[config.mk]
export PLATFORM = sky130hd
export DESIGN_NAME = readcode_burst_responder_flat
export DESIGN_NICKNAME = d
export VERILOG_FILES = /design/src/rtl/readcode_burst_responder_if.sv /design/src/rtl/readcode_burst_responder.sv /design/src/flat_wrapper.sv
export SDC_FILE = /design/constraint.sdc
export NUM_CORES = 1
export LEC_CHECK = 0
export ABC_AREA = 0
export CAP_MARGIN = 20
export CORE_MARGIN = 2
export CORE_UTILIZATION = 45
export DETAILED_ROUTE_END_ITERATION = 7
export PLACE_DENSITY = 0.9
export SLEW_MARGIN = 20
export SYNTH_ARGS = -nofsm -noshare
export SYNTH_HDL_FRONTEND = slang
export SYNTH_SLANG_ARGS = --single-unit
[constraint.sdc]
create_clock -name clk -period 2.6 [get_ports clk]
set_input_delay 0.52 -clock clk [delete_from_list [all_inputs] [get_ports clk]]
set_output_delay 0.52 -clock clk [all_outputs]
set_load 0.03 [all_outputs]
[src/rtl/readcode_burst_responder_if.sv]
// readcode_burst_responder_if: readcode link plus Avalon-MM burst-read signals
//   readcode side : readcode_do/address in, readcode_done/line/partial/partial_done out
//   avalon side   : avm_address/read/burstcount out, avm_waitrequest/readdata/readdatavalid in
//   slave modport is the responder's view, master modport is the mirror (requester + memory)
interface readcode_burst_responder_if;
  logic         readcode_do;
  logic         readcode_done;
  logic [31:0]  readcode_address;
  logic [127:0] readcode_line;
  logic [31:0]  readcode_partial;
  logic         readcode_partial_done;
  logic [31:0]  avm_address;
  logic         avm_read;
  logic [2:0]   avm_burstcount;
  logic         avm_waitrequest;
  logic [31:0]  avm_readdata;
  logic         avm_readdatavalid;
  modport slave (
    input  readcode_do, readcode_address, avm_waitrequest, avm_readdata, avm_readdatavalid,
    output readcode_done, readcode_line, readcode_partial, readcode_partial_done,
           avm_address, avm_read, avm_burstcount
  );
  modport master (
    output readcode_do, readcode_address, avm_waitrequest, avm_readdata, avm_readdatavalid,
    input  readcode_done, readcode_line, readcode_partial, readcode_partial_done,
           avm_address, avm_read, avm_burstcount
  );
endinterface

[src/rtl/readcode_burst_responder.sv]
// readcode_burst_responder: fetches a 16-byte line as one 4-beat Avalon burst and returns it
//   clk   : clock
//   rst_n : asynchronous active-low reset
//   bus   : readcode link + Avalon-MM master signals (slave modport)
//   PARTIAL_ENABLE : 1 pulses readcode_partial_done per beat, 0 keeps it low
module readcode_burst_responder #(
  parameter bit PARTIAL_ENABLE = 1'b1
) (
  input logic                         clk,
  input logic                         rst_n,
  readcode_burst_responder_if.slave   bus
);
  localparam logic [1:0] IDLE = 2'd0;
  localparam logic [1:0] REQ  = 2'd1;
  localparam logic [1:0] DATA = 2'd2;
  localparam logic [1:0] DONE = 2'd3;
  logic [1:0]   state_q, state_d, cnt_q;
  logic [31:0]  addr_q, partial_q;
  logic [127:0] line_q;
  logic         read_q, pdone_q, done_q, beat;
  // beats are only honoured in DATA; strays in other states are dropped
  assign beat = state_q == DATA && bus.avm_readdatavalid;
  always_comb
    state_d = state_q == IDLE ? (bus.readcode_do ? REQ : IDLE) :
              state_q == REQ  ? (bus.avm_waitrequest ? REQ : DATA) :
              state_q == DATA ? ((beat && cnt_q == 2'd3) ? DONE : DATA) : IDLE;
  always_ff @(posedge clk or negedge rst_n)
    if (!rst_n) begin
      state_q   <= IDLE;
      cnt_q     <= '0;
      addr_q    <= '0;
      partial_q <= '0;
      line_q    <= '0;
      read_q    <= 1'b0;
      pdone_q   <= 1'b0;
      done_q    <= 1'b0;
    end else begin
      state_q <= state_d;
      read_q  <= state_d == REQ;
      pdone_q <= PARTIAL_ENABLE && beat;
      done_q  <= beat && cnt_q == 2'd3;
      if (state_q == IDLE && bus.readcode_do) begin
        addr_q <= {bus.readcode_address[31:4], 4'b0};
        cnt_q  <= '0;
      end
      if (beat) begin
        line_q[{cnt_q, 5'd0} +: 32] <= bus.avm_readdata;
        partial_q                   <= bus.avm_readdata;
        cnt_q                       <= cnt_q + 2'd1;
      end
    end
  assign bus.avm_address           = addr_q;
  assign bus.avm_read              = read_q;
  assign bus.avm_burstcount        = read_q ? 3'd4 : 3'd0;
  assign bus.readcode_done         = done_q;
  assign bus.readcode_line         = line_q;
  assign bus.readcode_partial      = partial_q;
  assign bus.readcode_partial_done = pdone_q;
endmodule

[src/flat_wrapper.sv]
// flat-port wrapper written by rule: the top's interface ports become plain ports
module readcode_burst_responder_flat 
#(
  parameter bit PARTIAL_ENABLE = 1'b1
)
  (clk, rst_n, bus_readcode_do, bus_readcode_address, bus_avm_waitrequest, bus_avm_readdata, bus_avm_readdatavalid, bus_readcode_done, bus_readcode_line, bus_readcode_partial, bus_readcode_partial_done, bus_avm_address, bus_avm_read, bus_avm_burstcount);
  readcode_burst_responder_if bus_i ();
  input logic clk;
  input logic rst_n;
  input wire logic [$bits(bus_i.readcode_do)-1:0] bus_readcode_do;
  input wire logic [$bits(bus_i.readcode_address)-1:0] bus_readcode_address;
  input wire logic [$bits(bus_i.avm_waitrequest)-1:0] bus_avm_waitrequest;
  input wire logic [$bits(bus_i.avm_readdata)-1:0] bus_avm_readdata;
  input wire logic [$bits(bus_i.avm_readdatavalid)-1:0] bus_avm_readdatavalid;
  output wire logic [$bits(bus_i.readcode_done)-1:0] bus_readcode_done;
  output wire logic [$bits(bus_i.readcode_line)-1:0] bus_readcode_line;
  output wire logic [$bits(bus_i.readcode_partial)-1:0] bus_readcode_partial;
  output wire logic [$bits(bus_i.readcode_partial_done)-1:0] bus_readcode_partial_done;
  output wire logic [$bits(bus_i.avm_address)-1:0] bus_avm_address;
  output wire logic [$bits(bus_i.avm_read)-1:0] bus_avm_read;
  output wire logic [$bits(bus_i.avm_burstcount)-1:0] bus_avm_burstcount;
  assign bus_i.readcode_do = bus_readcode_do;
  assign bus_i.readcode_address = bus_readcode_address;
  assign bus_i.avm_waitrequest = bus_avm_waitrequest;
  assign bus_i.avm_readdata = bus_avm_readdata;
  assign bus_i.avm_readdatavalid = bus_avm_readdatavalid;
  assign bus_readcode_done = bus_i.readcode_done;
  assign bus_readcode_line = bus_i.readcode_line;
  assign bus_readcode_partial = bus_i.readcode_partial;
  assign bus_readcode_partial_done = bus_i.readcode_partial_done;
  assign bus_avm_address = bus_i.avm_address;
  assign bus_avm_read = bus_i.avm_read;
  assign bus_avm_burstcount = bus_i.avm_burstcount;
  readcode_burst_responder #(.PARTIAL_ENABLE(PARTIAL_ENABLE)) u_core (.clk(clk), .rst_n(rst_n), .bus(bus_i));
endmodule
# After elaboration in Yosys (flattened, before gate mapping)
# Index checks and enable logic that the tools add are counted.
[totals]
output_inout_bits = 198
register_bits = 195
word_cells = 31
inputBits = 69
[classes]
mux = 10
n_reduce_logical = 5
addsub = 2
n_eq_ne = 4
shift = 2
[op_table]
columns = ["op", "n"]
rows = [
  ["128-bit bitwise mux", 1],
  ["32-bit by 9-bit variable shift with 128-bit output, first input constant", 1],
  ["32-bit by 9-bit indexed part select with 128-bit output", 1],
  ["2-bit 2-to-1 mux", 6],
  ["7-bit negation with 9-bit output", 1],
  ["2-bit by 1-bit equality test with 1-bit output, second input constant", 2],
  ["2-bit equality test, second input constant", 2],
  ["1-bit logical AND", 3],
  ["3-bit 2-to-1 mux", 1],
  ["2-bit by 1-bit adder with 2-bit output, second input constant", 1],
  ["2-bit logical NOT", 1],
  ["1-bit 2-to-1 mux", 2],
  ["2-bit nonzero test", 1],
]

# Logic depth before layout (Yosys ltp)
[logic_depth]
depth_word = 8
ltp_mapped = 7

# Worst setup path before layout
# OpenSTA, ideal clock, no wires.
[synth_timing]
path_kind = "flip-flop to flip-flop"
startpoint = "reg u_core.cnt_q[0]"
endpoint = "reg u_core.line_q[66] (netlist: u_core.bus.readcode_line[66])"
required_time_ns = 2.522
arrival_ns = 1.685
stages_incl_launch_ff = 7
setup_ns = 0.078
path_buffers = 1
path_slack_ns = 0.837
path_cell_list = "dfrtp_1 -> inv_1 -> ha_1 -> nor3b_4 -> buf_6 -> nand2_1 -> o21ai_1"
[synth_between]
elab_chain_len = 3
[synth_lines]
columns = ["item", "line_no", "text"]
rows = [
  ["start: declaration", "readcode_burst_responder.sv:17", "logic [1:0] state_q, state_d, cnt_q;"],
  ["start signal: assignment", "readcode_burst_responder.sv:49", "cnt_q <= cnt_q + 2'd1;"],
  ["7-bit negation with 9-bit output (*)", "readcode_burst_responder.sv:47", "line_q[{cnt_q, 5'd0} +: 32] <= bus.avm_readdata;"],
  ["32-bit by 9-bit indexed part select with 128-bit output / 32-bit by 9-bit variable shift with 128-bit output (equally long branches)", "readcode_burst_responder.sv:47", ""],
  ["128-bit bitwise mux (*)", "readcode_burst_responder.sv:47", ""],
  ["end signal: indexed assignment", "readcode_burst_responder.sv:47", ""],
  ["end: declaration", "readcode_burst_responder.sv:19", "logic [127:0] line_q;"],
]
# Every way passes the cells marked *; elsewhere a longest branch is shown, timed or not.
# A chain may end at the register's enable or synchronous reset.

# Final worst setup path
[layout_timing]
startpoint = "reg u_core.cnt_q[0]"
endpoint = "reg u_core.line_q[32] (netlist: u_core.bus.readcode_line[32])"
# Same word-level chain as after synthesis.

==> impl_metrics.csv <==
group,metric,value,unit
drt,antenna_left,0,
global_routing,grtUsageMet3,0.0561,
worst_hold_path,hp-class,"input pin to async pin",
timing,max_slew_margin,0.604,
synth,synth_common_cells,"nand2_1 (353), dfrtp_1 (195), o21ai_1 (103), mux2_2 (27)",
worst_setup_path,worstPathMaxFanout,12,
drt,via_count,6341,
final_layout,drive_gt1_frac,0.0906,
global_routing,grt_util_met1,0.296,
synth,synth_edf_count,0,
timing,skew,0.00716,ns
synth,yosys.area.top_type,"dfrtp_1",
floorplan,start_util,0.455,
final_layout,syn_to_final_growth,43.2,%
worst_setup_path,cpMaxStageDelayCell,"dfrtp_1",
worst_setup_path,setup.worst_path.class,"register to register",
synth,yosysMostFrequentCell,"nand2_1",
outcome,status,"finished, final reports clean",
cts,cts_resized,0,
global_routing,gr-usage-all-layers,0.239,
cts,clock-sinks,195,
global_routing,grt.met2_usage,0.393,
synth,synthTopCellsByArea,"dfrtp_1 (63%), nand2_1 (17%), o21ai_1 (6.6%)",
place,place_ws,0.374,ns
floorplan,core,17100,um2
timing,period_share,0.867,
final_layout,num-fill-cells,1361,
place,gp_congestion,0.863,
synth,syn_inst,789,
timing,setup_viol,0,
cts,clockRootBuffer,"clkbuf_16",
drt,vias_per_cell,4.98,
timing,setup-tns-final,0,ns
synth,synth_top_area_share,0.626,
cts,postCtsSetupBuffers,0,
worst_setup_path,cpPeakStageDelay,0.54,ns
cts,cts-buffers-inserted,17,
worst_setup_path,crit_required,2.93,ns
cts,htree_num_levels,4,
timing,tightest_slew,0.594,ns
synth,ys.flop_type,"dfrtp_1",
global_routing,globalRouteOverflowTotal,0,
worst_setup_path,worstPathArrival,2.59,ns
synth,ys_seq_area_frac,0.626,
timing,slew_violations,0,
global_routing,grt_max_degree,70,
cts,clk_latency,0.41,ns
place,dpl_cell_area,10600,um2
cts,clk_pin_slew,0.07,ns
timing,fmax,0.444,GHz
power,power_density,1110,nW/um2
worst_setup_path,path_buf_inv,2,
synth,yosys_register_bits,195,
job,drv_cap,0,
global_routing,grt_pass1_wl,33600,um
final_layout,antenna-diode-count,0,
timing,finalHoldViolations,0,
cts,holdBufCountCts,0,
floorplan,die_w,136,um
synth,yosys.cell_types.count,25,
worst_setup_path,cp_top_family,"flip-flops",
drt,drc,0,
final_layout,nNetsFinal,1109,
drt,wl_per_cell,17.0,um
global_routing,grt_pass1_vias,6231,
synth,avgSynthCellArea,9.88,um2
global_routing,grt.busiest_layer,"met2",
final_layout,final_area,11200,um2
drt,drt_wl_total,21600,um
cts,clock_path_buffers,2,
timing,period_minus_slack,2.25,ns
place,portBuffers,256,
power,ir_drop,0.000722,V
place,hpwl,15400,um
synth,synth_warnings,0,
global_routing,antenna_found_initial,0,
synth,synthArstFlopShare,1.00,
floorplan,fp.dieH,136,um
drt,drt_iter0_drc,258,
floorplan,rows,48,
cts,cts_tree,"yes",
synth,synth_area,7800,um2
timing,setup_ws,0.346,ns
floorplan,die_area,18400,um2
worst_setup_path,cp-end-kind,"register",
floorplan,io_pins,267,
worst_setup_path,crit_chain,"inv_1 -> ha_1 -> and3b_1 -> buf_4 -> nand2_1 -> o21ai_0",
power,leakagePower,4.82,nW
drt,drt_pass1_iterations,4,
worst_setup_path,crit_path_start_kind,"register",
timing,rsz0062_at_grt,"no",
## worst register-to-register path: cells and delay by family (launching register included)
| family | cells | cell delay, ns |
|---|---|---|
| and+or+nand+nor | 2 | 0.55 |
| DFF | 1 | 0.54 |
| buffers and inverters | 2 | 0.46 |
| adders and majority gates | 1 | 0.46 |
| AOI/OAI and AO/OA | 1 | 0.16 |
## sequential cells by signal, indices dropped and copies added, names as in the netlist
signal                            count
u_core.bus.readcode_partial          32
u_core.cnt_q                          2
u_core.bus.avm_address               28
u_core.bus.avm_read                   1
u_core.bus.readcode_partial_done      1
u_core.bus.readcode_done              1
u_core.bus.readcode_line            128
u_core.state_q                        2
## power by group
part | total [W] | internal (W) | leakage, nW | switching (W)
sequential | 0.00434 | 0.00384 | 2.59 | 0.000495
combinational | 0.00550 | 0.00221 | 1.96 | 0.00329
clock | 0.00251 | 0.00137 | 0.276 | 0.00114
total | 0.0124 | 0.00743 | 4.82 | 0.00493
## routing by layer
| metal | vias up | wire length [um] |
|---|---|---|
| met5 | - | 0 |
| met4 | 0 | 879 |
| met3 | 50 | 1450 |
| met2 | 248 | 10800 |
| met1 | 3033 | 8550 |
| li1 | 3010 | - |
## through the flow
step / total power [W] / utilization / hold slack (ns) / instances
final: 0.0124 / 0.652 / 0.0804 / 1273
after global placement: 0.00975 / 0.619 / 0.460 / 1241
after global routing: 0.0130 / 0.652 / 0.126 / 1273
after floorplan: 0.00755 / - / 0.224 / 794
after CTS: 0.0125 / 0.652 / 0.105 / 1273
after detailed placement: 0.00992 / 0.619 / 0.461 / 1241
## final timing paths
check,cells past startpoint,from,endpoint,slack [ns]
min in group clk,2,u_core.bus.readcode_partial[21],u_core.bus.readcode_partial[21],0.48
worst max-delay path,6,u_core.cnt_q[0],u_core.bus.readcode_line[32],0.35
worst max register to register,6,u_core.cnt_q[0],u_core.bus.readcode_line[32],0.35
max in group asynchronous,2,rst_n,u_core.bus.readcode_line[102],1.75
worst min-delay path,1,rst_n,u_core.bus.readcode_line[121],0.08
worst min register to register,2,u_core.bus.readcode_partial[21],u_core.bus.readcode_partial[21],0.48
## kinds of logic after synthesis
kind of cell	synth area share
compound gates	0.0863
simple gates	0.190
flops	0.626
buf+inv	0.0461
mux	0.0432
other cells	0.000481
fa+ha+maj	0.00802
## final cells by class
class / instances / area (um2) / share of cell area
inverters: 4 / 15.0 / 0.00135
well taps: 225 / 282 / 0.0252
flip-flops and latches: 195 / 4880 / 0.437
repair buffers: 279 / 2810 / 0.252
clock buffers: 20 / 457 / 0.0409
clock inverters: 12 / 105 / 0.00942
multi-input cells: 538 / 2610 / 0.234
## placed cells by master, fill, tap and decap left out, drive strengths merged
cell / Yosys / routed
conb: 1 / 6
clkbuf: 23 / 21
mux2: 29 / 29
clkinv: 0 / 7
clkinvlp: 0 / 2
nor2: 2 / 2
o21ai: 130 / 130
nand3b: 1 / 1
inv: 4 / 6
clkdlybuf4s50: 0 / 255
bufinv: 0 / 1
nand2: 353 / 353
or3: 1 / 1
dfrtp: 195 / 195
and3b: 1 / 1
nand4b: 4 / 4
mux2i: 1 / 1
o31ai: 1 / 1
ha: 5 / 5
nor3b: 4 / 4
buf: 34 / 23
No activity file was read; power rests on OpenSTA's default activity.
